==> config.mk <==
export PLATFORM = sky130hd
export DESIGN_NAME = uart_frame_parser_flat
export DESIGN_NICKNAME = d
export VERILOG_FILES = /design/src/rtl/uart_frame_pkg.sv /design/src/rtl/uart_frame_parser_if.sv /design/src/rtl/frame_timeout.sv /design/src/rtl/uart_frame_parser.sv /design/src/flat_wrapper.sv
export SDC_FILE = /design/constraint.sdc
export NUM_CORES = 1
export LEC_CHECK = 0
export CAP_MARGIN = 10
export CELL_PAD_IN_SITES_DETAIL_PLACEMENT = 0
export CELL_PAD_IN_SITES_GLOBAL_PLACEMENT = 1
export CORE_AREA = 2 2 95 97
export CTS_CLUSTER_SIZE = 10
export DETAILED_ROUTE_END_ITERATION = 8
export DIE_AREA = 0 0 97 99
export HOLD_SLACK_MARGIN = 0.05
export PLACE_DENSITY = 0.88
export SLEW_MARGIN = 10
export SYNTH_ARGS = -nofsm -noshare
export SYNTH_HDL_FRONTEND = slang
export SYNTH_SLANG_ARGS = --single-unit
==> constraint.sdc <==
create_clock -name clk -period 5.2 [get_ports clk]
set_input_delay 0.52 -clock clk [delete_from_list [all_inputs] [get_ports clk]]
set_output_delay 0.52 -clock clk [all_outputs]
set_load 0.01 [all_outputs]
==> src/rtl/uart_frame_pkg.sv <==
// Shared constants, state encoding and helpers for the UART frame parser.
package uart_frame_pkg;

  localparam logic [7:0] ACK_BYTE         = 8'h06;
  localparam logic [7:0] NAK_BYTE         = 8'h15;
  localparam logic [7:0] SOF_BYTE_DEFAULT = 8'hA5;

  typedef enum logic [1:0] {
    ST_IDLE    = 2'd0,
    ST_PAYLOAD = 2'd1,
    ST_CHECK   = 2'd2
  } state_t;

  // Increment that sticks at all-ones instead of wrapping.
  function automatic logic [7:0] sat_inc8(input logic [7:0] v);
    return (v == 8'hFF) ? v : v + 8'd1;
  endfunction

endpackage

==> src/rtl/uart_frame_parser_if.sv <==
// Byte-in / packet-out / response-out bundle of the frame parser.
// master = the surrounding UART rx/tx and serial-out stage, slave = parser.
interface uart_frame_parser_if #(
  parameter int DATA_BIT = 8,
  parameter int PACK_NUM = 3
);
  logic [DATA_BIT-1:0]          i_data;
  logic                         i_rx_done_tick;
  logic [PACK_NUM*DATA_BIT-1:0] o_pack;
  logic                         o_pack_valid;
  logic                         i_pack_ready;
  logic                         o_tx_start;
  logic [DATA_BIT-1:0]          o_tx_data;
  logic [7:0]                   o_err_cnt;

  modport master (
    output i_data, i_rx_done_tick, i_pack_ready,
    input  o_pack, o_pack_valid, o_tx_start, o_tx_data, o_err_cnt
  );

  modport slave (
    input  i_data, i_rx_done_tick, i_pack_ready,
    output o_pack, o_pack_valid, o_tx_start, o_tx_data, o_err_cnt
  );
endinterface

==> src/rtl/frame_timeout.sv <==
// Inter-byte idle watchdog. Counts while a frame is open, restarts on every
// received byte, and flags expiry for one cycle when the idle limit is hit.
module frame_timeout #(
  parameter int TIMEOUT_CYC = 20000,
  parameter int TO_BIT      = 15
) (
  input  logic clk,
  input  logic rst_n,
  input  logic i_run,
  input  logic i_clear,
  output logic o_expire
);

  logic [TO_BIT-1:0] cnt;

  // A byte arriving on the limit cycle wins over expiry.
  assign o_expire = i_run && !i_clear && (cnt == TO_BIT'(TIMEOUT_CYC - 1));

  // Idle counter: held at 0 outside a frame, restarted by bytes and by expiry.
  always_ff @(posedge clk or negedge rst_n) begin
    if (!rst_n)                       cnt <= '0;
    else if (!i_run || i_clear)       cnt <= '0;
    else if (o_expire)                cnt <= '0;
    else                              cnt <= cnt + TO_BIT'(1);
  end

endmodule

==> src/rtl/uart_frame_parser.sv <==
// Assembles SOF + payload + XOR checksum frames from UART rx bytes, hands
// verified payloads to the serial-out stage through a one-entry buffer and
// answers every frame outcome with an ACK/NAK byte on the UART tx.
module uart_frame_parser
  import uart_frame_pkg::*;
#(
  parameter int                  DATA_BIT    = 8,
  parameter int                  PACK_NUM    = 3,
  parameter logic [DATA_BIT-1:0] SOF_BYTE    = DATA_BIT'(SOF_BYTE_DEFAULT),
  parameter int                  TIMEOUT_CYC = 20000,
  parameter int                  TO_BIT      = 15
) (
  input  logic                 clk,
  input  logic                 rst_n,
  uart_frame_parser_if.slave   bus
);

  localparam int PW    = PACK_NUM * DATA_BIT;
  localparam int IDX_W = (PACK_NUM > 1) ? $clog2(PACK_NUM) : 1;

  state_t              state;
  logic [IDX_W-1:0]    idx;
  logic [DATA_BIT-1:0] acc;
  logic [PW-1:0]       shreg;
  logic [PW-1:0]       pack_q;
  logic                pack_vld_q;
  logic                tx_start_q;
  logic [DATA_BIT-1:0] tx_data_q;
  logic [7:0]          err_q;

  logic tick, expire, consume, chk_ok, reject;

  assign tick    = bus.i_rx_done_tick;
  assign consume = pack_vld_q && bus.i_pack_ready;

  // Good checksum with room in the buffer (including a slot freed this cycle).
  assign chk_ok  = tick && (state == ST_CHECK) && (bus.i_data == acc) &&
                   (!pack_vld_q || bus.i_pack_ready);
  // Bad checksum, overflow, or inter-byte timeout all drop the frame.
  assign reject  = expire || (tick && (state == ST_CHECK) && !chk_ok);

  frame_timeout #(
    .TIMEOUT_CYC (TIMEOUT_CYC),
    .TO_BIT      (TO_BIT)
  ) u_timeout (
    .clk      (clk),
    .rst_n    (rst_n),
    .i_run    (state != ST_IDLE),
    .i_clear  (tick),
    .o_expire (expire)
  );

  // Frame FSM with registered packet buffer and response outputs.
  always_ff @(posedge clk or negedge rst_n) begin
    if (!rst_n) begin
      state      <= ST_IDLE;
      idx        <= '0;
      acc        <= '0;
      shreg      <= '0;
      pack_q     <= '0;
      pack_vld_q <= 1'b0;
      tx_start_q <= 1'b0;
      tx_data_q  <= '0;
      err_q      <= '0;
    end else begin
      tx_start_q <= 1'b0;
      if (consume) pack_vld_q <= 1'b0;

      if (reject) begin
        tx_start_q <= 1'b1;
        tx_data_q  <= DATA_BIT'(NAK_BYTE);
        err_q      <= sat_inc8(err_q);
        state      <= ST_IDLE;
      end else if (chk_ok) begin
        pack_q     <= shreg;
        pack_vld_q <= 1'b1;
        tx_start_q <= 1'b1;
        tx_data_q  <= DATA_BIT'(ACK_BYTE);
        state      <= ST_IDLE;
      end else begin
        case (state)
          ST_IDLE: begin
            // Anything but SOF is line noise and is dropped silently.
            if (tick && bus.i_data == SOF_BYTE) begin
              acc   <= '0;
              idx   <= '0;
              state <= ST_PAYLOAD;
            end
          end
          ST_PAYLOAD: begin
            // SOF values here are plain data; there is no mid-frame resync.
            if (tick) begin
              shreg <= {shreg[PW-DATA_BIT-1:0], bus.i_data};
              acc   <= acc ^ bus.i_data;
              if (idx == IDX_W'(PACK_NUM - 1)) state <= ST_CHECK;
              else                             idx   <= idx + IDX_W'(1);
            end
          end
          ST_CHECK: ;  // resolved by chk_ok / reject above
          default: state <= ST_IDLE;
        endcase
      end
    end
  end

  assign bus.o_pack       = pack_q;
  assign bus.o_pack_valid = pack_vld_q;
  assign bus.o_tx_start   = tx_start_q;
  assign bus.o_tx_data    = tx_data_q;
  assign bus.o_err_cnt    = err_q;

endmodule

==> src/flat_wrapper.sv <==
// flat-port wrapper written by rule: the top's interface ports become plain ports
module uart_frame_parser_flat import uart_frame_pkg::*;
#(
  parameter int                  DATA_BIT    = 8,
  parameter int                  PACK_NUM    = 3,
  parameter logic [DATA_BIT-1:0] SOF_BYTE    = DATA_BIT'(SOF_BYTE_DEFAULT),
  parameter int                  TIMEOUT_CYC = 20000,
  parameter int                  TO_BIT      = 15
)
  (clk, rst_n, bus_i_data, bus_i_rx_done_tick, bus_i_pack_ready, bus_o_pack, bus_o_pack_valid, bus_o_tx_start, bus_o_tx_data, bus_o_err_cnt);
  uart_frame_parser_if #(.DATA_BIT(DATA_BIT), .PACK_NUM(PACK_NUM)) bus_i ();
  input  logic clk;
  input  logic rst_n;
  input wire logic [$bits(bus_i.i_data)-1:0] bus_i_data;
  input wire logic [$bits(bus_i.i_rx_done_tick)-1:0] bus_i_rx_done_tick;
  input wire logic [$bits(bus_i.i_pack_ready)-1:0] bus_i_pack_ready;
  output wire logic [$bits(bus_i.o_pack)-1:0] bus_o_pack;
  output wire logic [$bits(bus_i.o_pack_valid)-1:0] bus_o_pack_valid;
  output wire logic [$bits(bus_i.o_tx_start)-1:0] bus_o_tx_start;
  output wire logic [$bits(bus_i.o_tx_data)-1:0] bus_o_tx_data;
  output wire logic [$bits(bus_i.o_err_cnt)-1:0] bus_o_err_cnt;
  assign bus_i.i_data = bus_i_data;
  assign bus_i.i_rx_done_tick = bus_i_rx_done_tick;
  assign bus_i.i_pack_ready = bus_i_pack_ready;
  assign bus_o_pack = bus_i.o_pack;
  assign bus_o_pack_valid = bus_i.o_pack_valid;
  assign bus_o_tx_start = bus_i.o_tx_start;
  assign bus_o_tx_data = bus_i.o_tx_data;
  assign bus_o_err_cnt = bus_i.o_err_cnt;
  uart_frame_parser #(.DATA_BIT(DATA_BIT), .PACK_NUM(PACK_NUM), .SOF_BYTE(SOF_BYTE), .TIMEOUT_CYC(TIMEOUT_CYC), .TO_BIT(TO_BIT)) u_core (.clk(clk), .rst_n(rst_n), .bus(bus_i));
endmodule
# Yosys cells after proc, flatten, opt, wreduce, memory -nomap -nowiden

Index checks and enable logic that the tools add are counted.

Flip-flop bits (word level): 93
Output and inout bits: 42
Logic and storage cells: 78
Bits of input ports: 12

Reduce and logical (&&, ||, !) cells: 25
Multiplexer cells: 22
Equal/unequal tests: 14
Bitwise operators: 4
$add $sub $neg: 3

Operator list:

| kind                                                                     | number |
|---|---|
| 8-bit two-way mux                                                        | 4 |
| 15-bit two-way mux                                                       | 2 |
| 8-bit == test (second input constant)                                    | 2 |
| 2-bit two-way mux                                                        | 8 |
| 8-bit one-hot mux with 2 select lines                                    | 1 |
| 15-bit by 1-bit adder with 15-bit output (second input constant)         | 1 |
| 15-bit == test (second input constant)                                   | 1 |
| 8-bit by 1-bit adder with 8-bit output (second input constant)           | 1 |
| 8-bit == test                                                            | 1 |
| 1-bit logical AND                                                        | 8 |
| 4-bit by 1-bit inequality test with 1-bit output (second input constant) | 2 |
| 4-bit AND reduction                                                      | 2 |
| 8-bit XOR                                                                | 1 |
| 2-bit one-hot mux with 3 select lines                                    | 1 |
| 6-bit AND reduction                                                      | 1 |
| 2-bit nonzero test                                                       | 3 |
| 1-bit two-way mux                                                        | 5 |
| 5-bit AND reduction                                                      | 1 |
| 2-bit == test (second input constant)                                    | 2 |
| 1-bit logical NOT                                                        | 4 |
| 2-bit inequality test (second input constant)                            | 2 |
| 4-bit by 2-bit inequality test with 1-bit output (second input constant) | 1 |
| 2-bit one-hot mux with 2 select lines                                    | 1 |
| 2-bit AND reduction                                                      | 2 |
| 7 further kinds                                                          | 11 |

# Longest topological paths before layout

Gate-level depths: netlist (run 1).

Depth after elaboration: 9
Depth in mapped cells: 7
Mapped depth without buffers: 6

# Modules after synthesis

Synthesis (run 1) repeated with hierarchy kept, for this count alone.

Cell total of the unflattened synthesis: 364
Area, all modules: 3971.3 um^2

By module, submodules not included:

| module            | times used | cells each | area an instance (um^2) |
|---|---|---|---|
| uart_frame_parser | 1          | 287        | 3175.5 |
| frame_timeout     | 1          | 77         | 795.8 |

# Worst setup path before layout (run 1)

Ideal clock, no wire load.

Kind: input -> register
Start point: in bus_i_data[1]
End point: reg u_core.pack_q[11] (netlist: u_core.bus.o_pack[11])
Slack: 3.287 ns
Path buffers: 2
Setup time: 0.127 ns
Stages: 6
Data arrival time: 1.785 ns
Data required time: 5.073 ns
Cell sequence: xor2_1 -> nor4_2 -> and4_1 -> buf_6 -> buf_6 -> mux2_1

Longest elaborated chain between the ends: 8

Ends and longest elaborated chain:

| element                          | RTL line                | source |
|---|---|---|
| from (decl)                      | flat_wrapper.sv:14      | `input wire logic [$bits(bus_i.i_data)-1:0] bus_i_data;` |
| 8-bit == test *                  | uart_frame_parser.sv:37 | `assign chk_ok = tick && (state == ST_CHECK) && (bus.i_data == acc) &&` |
| 1-bit logical AND * (2 in a row) | uart_frame_parser.sv:37 |  |
| 1-bit logical NOT                | uart_frame_parser.sv:40 | `assign reject = expire \|\| (tick && (state == ST_CHECK) && !chk_ok);` |
| 1-bit logical AND                | uart_frame_parser.sv:40 |  |
| 1-bit logical OR                 | uart_frame_parser.sv:40 |  |
| 1-bit NOT (no line)              | -                       |  |
| 2-bit AND reduction (no line) *  | -                       |  |
| to (signal assigned)             | uart_frame_parser.sv:75 | `pack_q <= shreg;` |
| to (decl)                        | uart_frame_parser.sv:25 | `logic [PW-1:0] pack_q;` |

Every way passes the cells marked *; elsewhere a longest branch is shown, timed or not.
A chain may end at the register's enable or synchronous reset.

# Worst setup path after layout (run 1)

Start point: in bus_i_data[2]
End point: reg u_core.pack_q[8] (netlist: u_core.bus.o_pack[8])

The elaborated chain is that of the path after synthesis.

==> results of run 1 <==
cell families after synthesis:
logic type / after synthesis / synth area share, %
multiplexers: 25 / 7.374
buffers and inverters: 23 / 3.363
AO/OA/AOI/OAI: 38 / 6.404
other: 1 / 0.09693
adder cells (fa/ha/maj): 3 / 0.9703
XOR/XNOR: 27 / 6.113
flip-flops: 88 / 56.92
AND/OR/NAND/NOR: 149 / 18.76
placed cells by master, fill, tap and decap left out, drive strengths merged, types with 3 or more instances in the layout:
cell type / netlist / layout
and3: 3 / 3
a21oi: 11 / 11
inv: 6 / 8
buf: 11 / 4
nor2: 25 / 25
nand4: 3 / 3
a31oi: 7 / 7
a21o: 3 / 3
xnor2: 13 / 13
clkinv: 0 / 3
o21ai: 8 / 8
xor2: 14 / 14
mux2: 25 / 25
ha: 3 / 3
nand3: 8 / 8
conb: 1 / 4
dfrtp: 88 / 88
nand2: 81 / 81
nand2b: 7 / 7
nor3: 5 / 5
o2111ai: 4 / 4
clkdlybuf4s50: 0 / 48
clkbuf: 6 / 9
or3: 4 / 4
report_power, final:
part           leakage [nW]  switching, W  internal, W
combinational         0.917      0.000101    0.0000885
clock                 0.102      0.000253     0.000228
sequential             1.21     0.0000699     0.000768
total                  2.23      0.000423      0.00108
final timing paths:
path / slack, ps / to / cells after the start
setup / recovery: 2240 / u_core.bus.o_pack[8] / 6
setup reg to reg: 2520 / u_core.bus.o_pack[8] / 5
max in group asynchronous: 4040 / u_core.shreg[8] / 2
hold / removal: 60 / u_core.u_timeout.cnt[8] / 1
min in group clk: 480 / u_core.shreg[18] / 2
hold reg to reg: 480 / u_core.shreg[18] / 2
flip-flops by register name (all words and copies together) (netlist names), 2 cells and up:
| register | flops |
|---|---|
| u_core.state | 2 |
| u_core.acc | 8 |
| u_core.bus.o_tx_data | 3 |
| u_core.shreg | 24 |
| u_core.bus.o_pack | 24 |
| u_core.idx | 2 |
| u_core.u_timeout.cnt | 15 |
| u_core.bus.o_err_cnt | 8 |
final cells by class:
type	count	area (µm²)	share of cell area, %
flip-flops and latches	88	2202	47.62
multi-input cells	246	1550	33.52
repair buffers	52	510.5	11.04
well taps	108	135.1	2.922
clock buffers	9	123.9	2.679
clock inverters	7	80.08	1.732
inverters	6	22.52	0.4870
routing by layer:
metal | vias up | wire (µm) | global-route usage, %
li1 | 1283 | - | -
met1 | 1235 | 3369 | 20.91
met2 | 43 | 3489 | 25.43
met3 | 10 | 178 | 3.404
met4 | 0 | 94 | 5.200
met5 | - | 0 | 0
per-stage QoR:
stage / util, % / instances
after floorplan: - / 357
after global placement: 51.70 / 500
after detailed placement: 51.70 / 500
after CTS: 54.08 / 516
after global routing: 54.08 / 516
final: 54.08 / 516
==> flow_metrics.py, run 1 <==
metrics = {
    "run_status": {
        "run_status": "complete, no violations",
    },
    "global_route": {
        "grt_antenna_before_repair": 0,
        "grt_overflow": 0,
        "grt_pass1_vias": 2499,
        "grt_use_total_pct": 15.60,
        "grt_max_degree": 63,
        "grt_pass1_wl_mm": 12.16,
    },
    "clock_network": {
        "postCtsSetupBuffers": 0,
        "cts.sinks": 88,
        "cts_buffers": 9,
        "cts_buffer_depth": 2,
        "cts_root_buf": "clkbuf_8",
        "cts-resized-gates": 0,
        "ctsHoldBuffers": 0,
        "cts_tree": "yes",
        "cts-htree-levels": 3,
        "clk_pin_slew_worst_paths_ps": 90,
        "clkLatencyLatePin_ps": 360,
    },
    "worst_setup_path": {
        "startpoint": "bus_i_data[2]",
        "arrival_ps": 3200,
        "critPathRequiredTime_ps": 5450,
        "crit_path_max_incr_delay_ps": 1030,
        "end_kind": "flop",
        "reg2reg_from": "u_core.acc[1]",
        "cpLargestDelayFamily": "simple AND/OR/NAND/NOR gates",
        "slowest_stage": "and4_1",
        "crit_chain": "clkdlybuf4s50_1 > xor2_1 > nor4_2 > and4_1 > buf_4 > mux2_1",
        "crit_path_start_kind": "primary input",
        "worstSetupPathType": "primary input to flop",
        "crit_fanout": 25,
        "path_buf_inv": 2,
    },
    "floorplan": {
        "start_util_pct": 45.24,
        "die_h_um": 99,
        "die_x_um": 97,
        "fp-row-count": 34,
        "core_um2": 8551,
        "die-area_um2": 9603,
        "io_pins": 54,
    },
    "power_and_ir_drop": {
        "power.density_nw_per_um2": 325.9,
        "power.leakage_nw": 2.228,
        "ir_drop_v": 0.0001424,
        "power_w": 0.001507,
    },
    "finish": {
        "diodes": 0,
        "final_area_um2": 4624,
        "nNetsFinal": 418,
        "syn_to_final_growth_pct": 19.53,
        "nFillCells": 768,
        "layout-drive-gt1-share_pct": 7.843,
    },
    "route": {
        "drt-wirelength-per-cell_um": 13.82,
        "drc": 0,
        "wirelength_mm": 7.131,
        "dr.pass1.iters": 4,
        "drt_iter0_drc": 152,
        "postRouteAntennaNets": 0,
        "post_drt_via_cell_ratio": 4.983,
        "via_count": 2571,
    },
    "synth": {
        "ys_top_cells_by_count": "dfrtp_1, nand2_1, mux2_1, nor2_1, xor2_1",
        "async_flop_share_pct": 100.0,
        "synth.most_common_cell": "dfrtp_1",
        "postSynthCellCount": 354,
        "synth_ff_type": "dfrtp_1",
        "yosysSeqAreaShare_pct": 56.92,
        "synth.distinct_cells": 48,
        "yosys_warnings": 0,
        "yosys-top-cells-area": "dfrtp_1, nand2_1, mux2_1",
        "synth_area_per_cell_um2": 10.93,
        "syn_area_um2": 3869,
        "yosys.area.top_type_share_pct": 56.92,
        "ys_ff_latch": 88,
        "synth-edff-count": 0,
        "synth.largest_area_cell": "dfrtp_1",
    },
    "place": {
        "place_area_um2": 4420,
        "port_buffers": 49,
        "gp_congestion": 0.8165,
        "place_hpwl_mm": 4.835,
        "pre_cts_slack_ps": 1810,
    },
    "run": {
        "cap_violations": 0,
    },
    "sta": {
        "finClkSkew_ps": 8.328,
        "finalSetupViolCount": 0,
        "slew_viol_final": 0,
        "maxSlewHeadroom_pct": 21.95,
        "fmax_mhz": 338.2,
        "max_slew.worst_pin.slew_ps": 1171,
        "rsz0062_at_grt": "false",
        "holdWs_ps": 57.88,
        "hold_violations": 0,
        "period_minus_slack_ps": 2957,
        "totalNegativeSetupSlack_ps": 0,
        "worst_slack_ps": 2243,
        "post-route-period-util_pct": 56.86,
    },
    "min_path": {
        "hp-class": "primary input to async pin",
    },
}
(Power assumes the default switching activity.)
==> inputs of run 2 (changes only) <==
Settings changed: CORE_AREA 2 2 95 97 to 2 2 98 100, DIE_AREA 0 0 97 99 to 0 0 100 102, PLACE_DENSITY 0.88 to 0.83.
Clock period 5.2 ns to 2.9 ns, I/O delays scaled along.
==> flow_metrics.py, run 2 (synthesis gave the netlist of run 1 again) <==
metrics = {
    "run_status": {
        "run_status": "complete, no violations",
    },
    "place": {
        "port_buffers": 49,
        "gp_congestion": 0.7527,
        "place_hpwl_mm": 5.061,
    },
    "sta": {
        "max_slew.worst_pin.slew_ps": 740.9,
        "rsz0062_at_grt": "false",
        "post-route-period-util_pct": 70.84,
        "finalSetupViolCount": 0,
        "hold_violations": 0,
        "finClkSkew_ps": 12.19,
        "fmax_mhz": 486.7,
        "slew_viol_final": 0,
        "period_minus_slack_ps": 2054,
        "totalNegativeSetupSlack_ps": 0,
        "maxSlewHeadroom_pct": 50.61,
    },
    "route": {
        "drt-wirelength-per-cell_um": 14.07,
        "drt_iter0_drc": 114,
        "dr.pass1.iters": 4,
        "via_count": 2603,
        "postRouteAntennaNets": 0,
        "wirelength_mm": 7.331,
        "drc": 0,
        "post_drt_via_cell_ratio": 4.996,
    },
    "clock_network": {
        "cts-resized-gates": 0,
        "cts_root_buf": "clkbuf_8",
        "clk_pin_slew_worst_paths_ps": 80,
        "cts-htree-levels": 3,
        "clkLatencyLatePin_ps": 350,
        "cts.sinks": 88,
        "cts_tree": "yes",
        "cts_buffers": 9,
        "cts_buffer_depth": 2,
        "postCtsSetupBuffers": 0,
    },
    "floorplan": {
        "start_util_pct": 42.47,
        "die-area_um2": 10200,
        "die_h_um": 102,
        "core_um2": 9109,
        "io_pins": 54,
        "die_x_um": 100,
        "fp-row-count": 35,
    },
    "worst_setup_path": {
        "crit_path_start_kind": "primary input",
        "end_kind": "flop",
        "crit_fanout": 27,
        "critPathRequiredTime_ps": 3130,
        "arrival_ps": 2280,
        "reg2reg_slack_ps": 900,
        "worstSetupPathType": "primary input to flop",
    },
    "power_and_ir_drop": {
        "pwr-share-seq_pct": 54.0,
        "p_switching_w": 0.0007492,
        "p_int_w": 0.002030,
        "ir_drop_v": 0.0002391,
        "power.leakage_nw": 2.246,
        "power_w": 0.002780,
        "p_sw_share_pct": 26.95,
        "power.density_nw_per_um2": 595.4,
        "pwr-share-comb_pct": 12.2,
        "clkPwrFrac_pct": 33.8,
    },
    "finish": {
        "multi_input_area_um2": 1550,
        "nFillCells": 830,
        "diodes": 0,
        "syn_to_final_growth_pct": 20.67,
        "layout-drive-gt1-share_pct": 8.049,
        "nNetsFinal": 420,
        "seqCellArea_um2": 2202,
        "fin_util_pct": 51.25,
        "layout_commonest_cell": "dfrtp_1",
        "final_cell_mix": "dfrtp_1, nand2_1, clkdlybuf4s50_1, mux2_1, nor2_1",
    },
    "global_route": {
        "grt_use_total_pct": 15.75,
        "grt_pass1_wl_mm": 12.67,
        "grt_pass1_vias": 2583,
        "grt_antenna_before_repair": 0,
        "grt_overflow": 0,
        "grt_max_degree": 59,
    },
    "min_path": {
        "hp-class": "flop to flop",
    },
    "run": {
        "cap_violations": 0,
    },
}
## run 2: cell types whose count changed in the layout (fill, tap and decap cells not counted), sizes merged
| cell | previous run | this run |
|---|---|---|
| bufinv | 1 | 2 |
| buf | 4 | 5 |
| clkinv | 3 | 2 |
| dlygate4sd3 | 0 | 1 |
## run 2: layout make-up
type / count / area share (%)
clock buffer: 9 / 2.653
sequential: 88 / 47.17
multi-input combinational: 246 / 33.21
inverter: 6 / 0.4824
tap: 111 / 2.975
timing repair buffer: 54 / 11.31
clock inverter: 7 / 2.198
## run 2: what timing repair did
| action | 4_1_cts | 5_1_grt |
|---|---|---|
| setup endpoints to repair | 0 | 0 |
| hold buffers | 1 | 0 |
| endpoints found under the hold margin | 56 | 0 |
## run 2: critical path: stages
cell,delay [ps]
clkdlybuf4s50_1,520
xor2_1,190
nor3_1,320
and4_1,230
buf_4,360
mux2_1,370
## run 2: metal layers
| metal | track usage [%] | wire, µm | vias up |
|---|---|---|---|
| met5 | 0 | 0 | - |
| met4 | 5.690 | 87 | 0 |
| met3 | 2.668 | 191 | 8 |
| met2 | 25.99 | 3582 | 43 |
| met1 | 21.20 | 3468 | 1271 |
| li1 | - | - | 1281 |
## run 2: final timing paths
check,to,startpoint,depth (start not counted)
min in group asynchronous,u_core.bus.o_err_cnt[0],rst_n,2
hold / removal,u_core.shreg[21],u_core.shreg[21],2
max in group asynchronous,u_core.bus.o_pack[10],rst_n,3
setup reg to reg,u_core.bus.o_pack[5],u_core.acc[1],5
setup / recovery,u_core.bus.o_pack[5],bus_i_data[0],6
hold reg to reg,u_core.shreg[21],u_core.shreg[21],2
## run 2: power groups by stage
stage          registers [W]  clock network, W  logic, W
2_1_floorplan        0.00150                 0  0.000228
3_3_place_gp         0.00152                 0  0.000332
3_5_place_dp         0.00152                 0  0.000345
4_1_cts              0.00150          0.000968  0.000347
5_1_grt              0.00153           0.00102  0.000396
6_report             0.00150          0.000940  0.000339
## run 2: metrics by stage
stage,area [µm²],setup slack [ps],instances,hold WS (ps)
3_5_place_dp,4432,482.6,504,408.6
3_3_place_gp,4432,505.2,504,406.1
6_report,4668,845.5,521,481.2
5_1_grt,4668,704.8,521,512.8
2_1_floorplan,3880,1100,357,-5.591
4_1_cts,4668,850.3,521,482.4
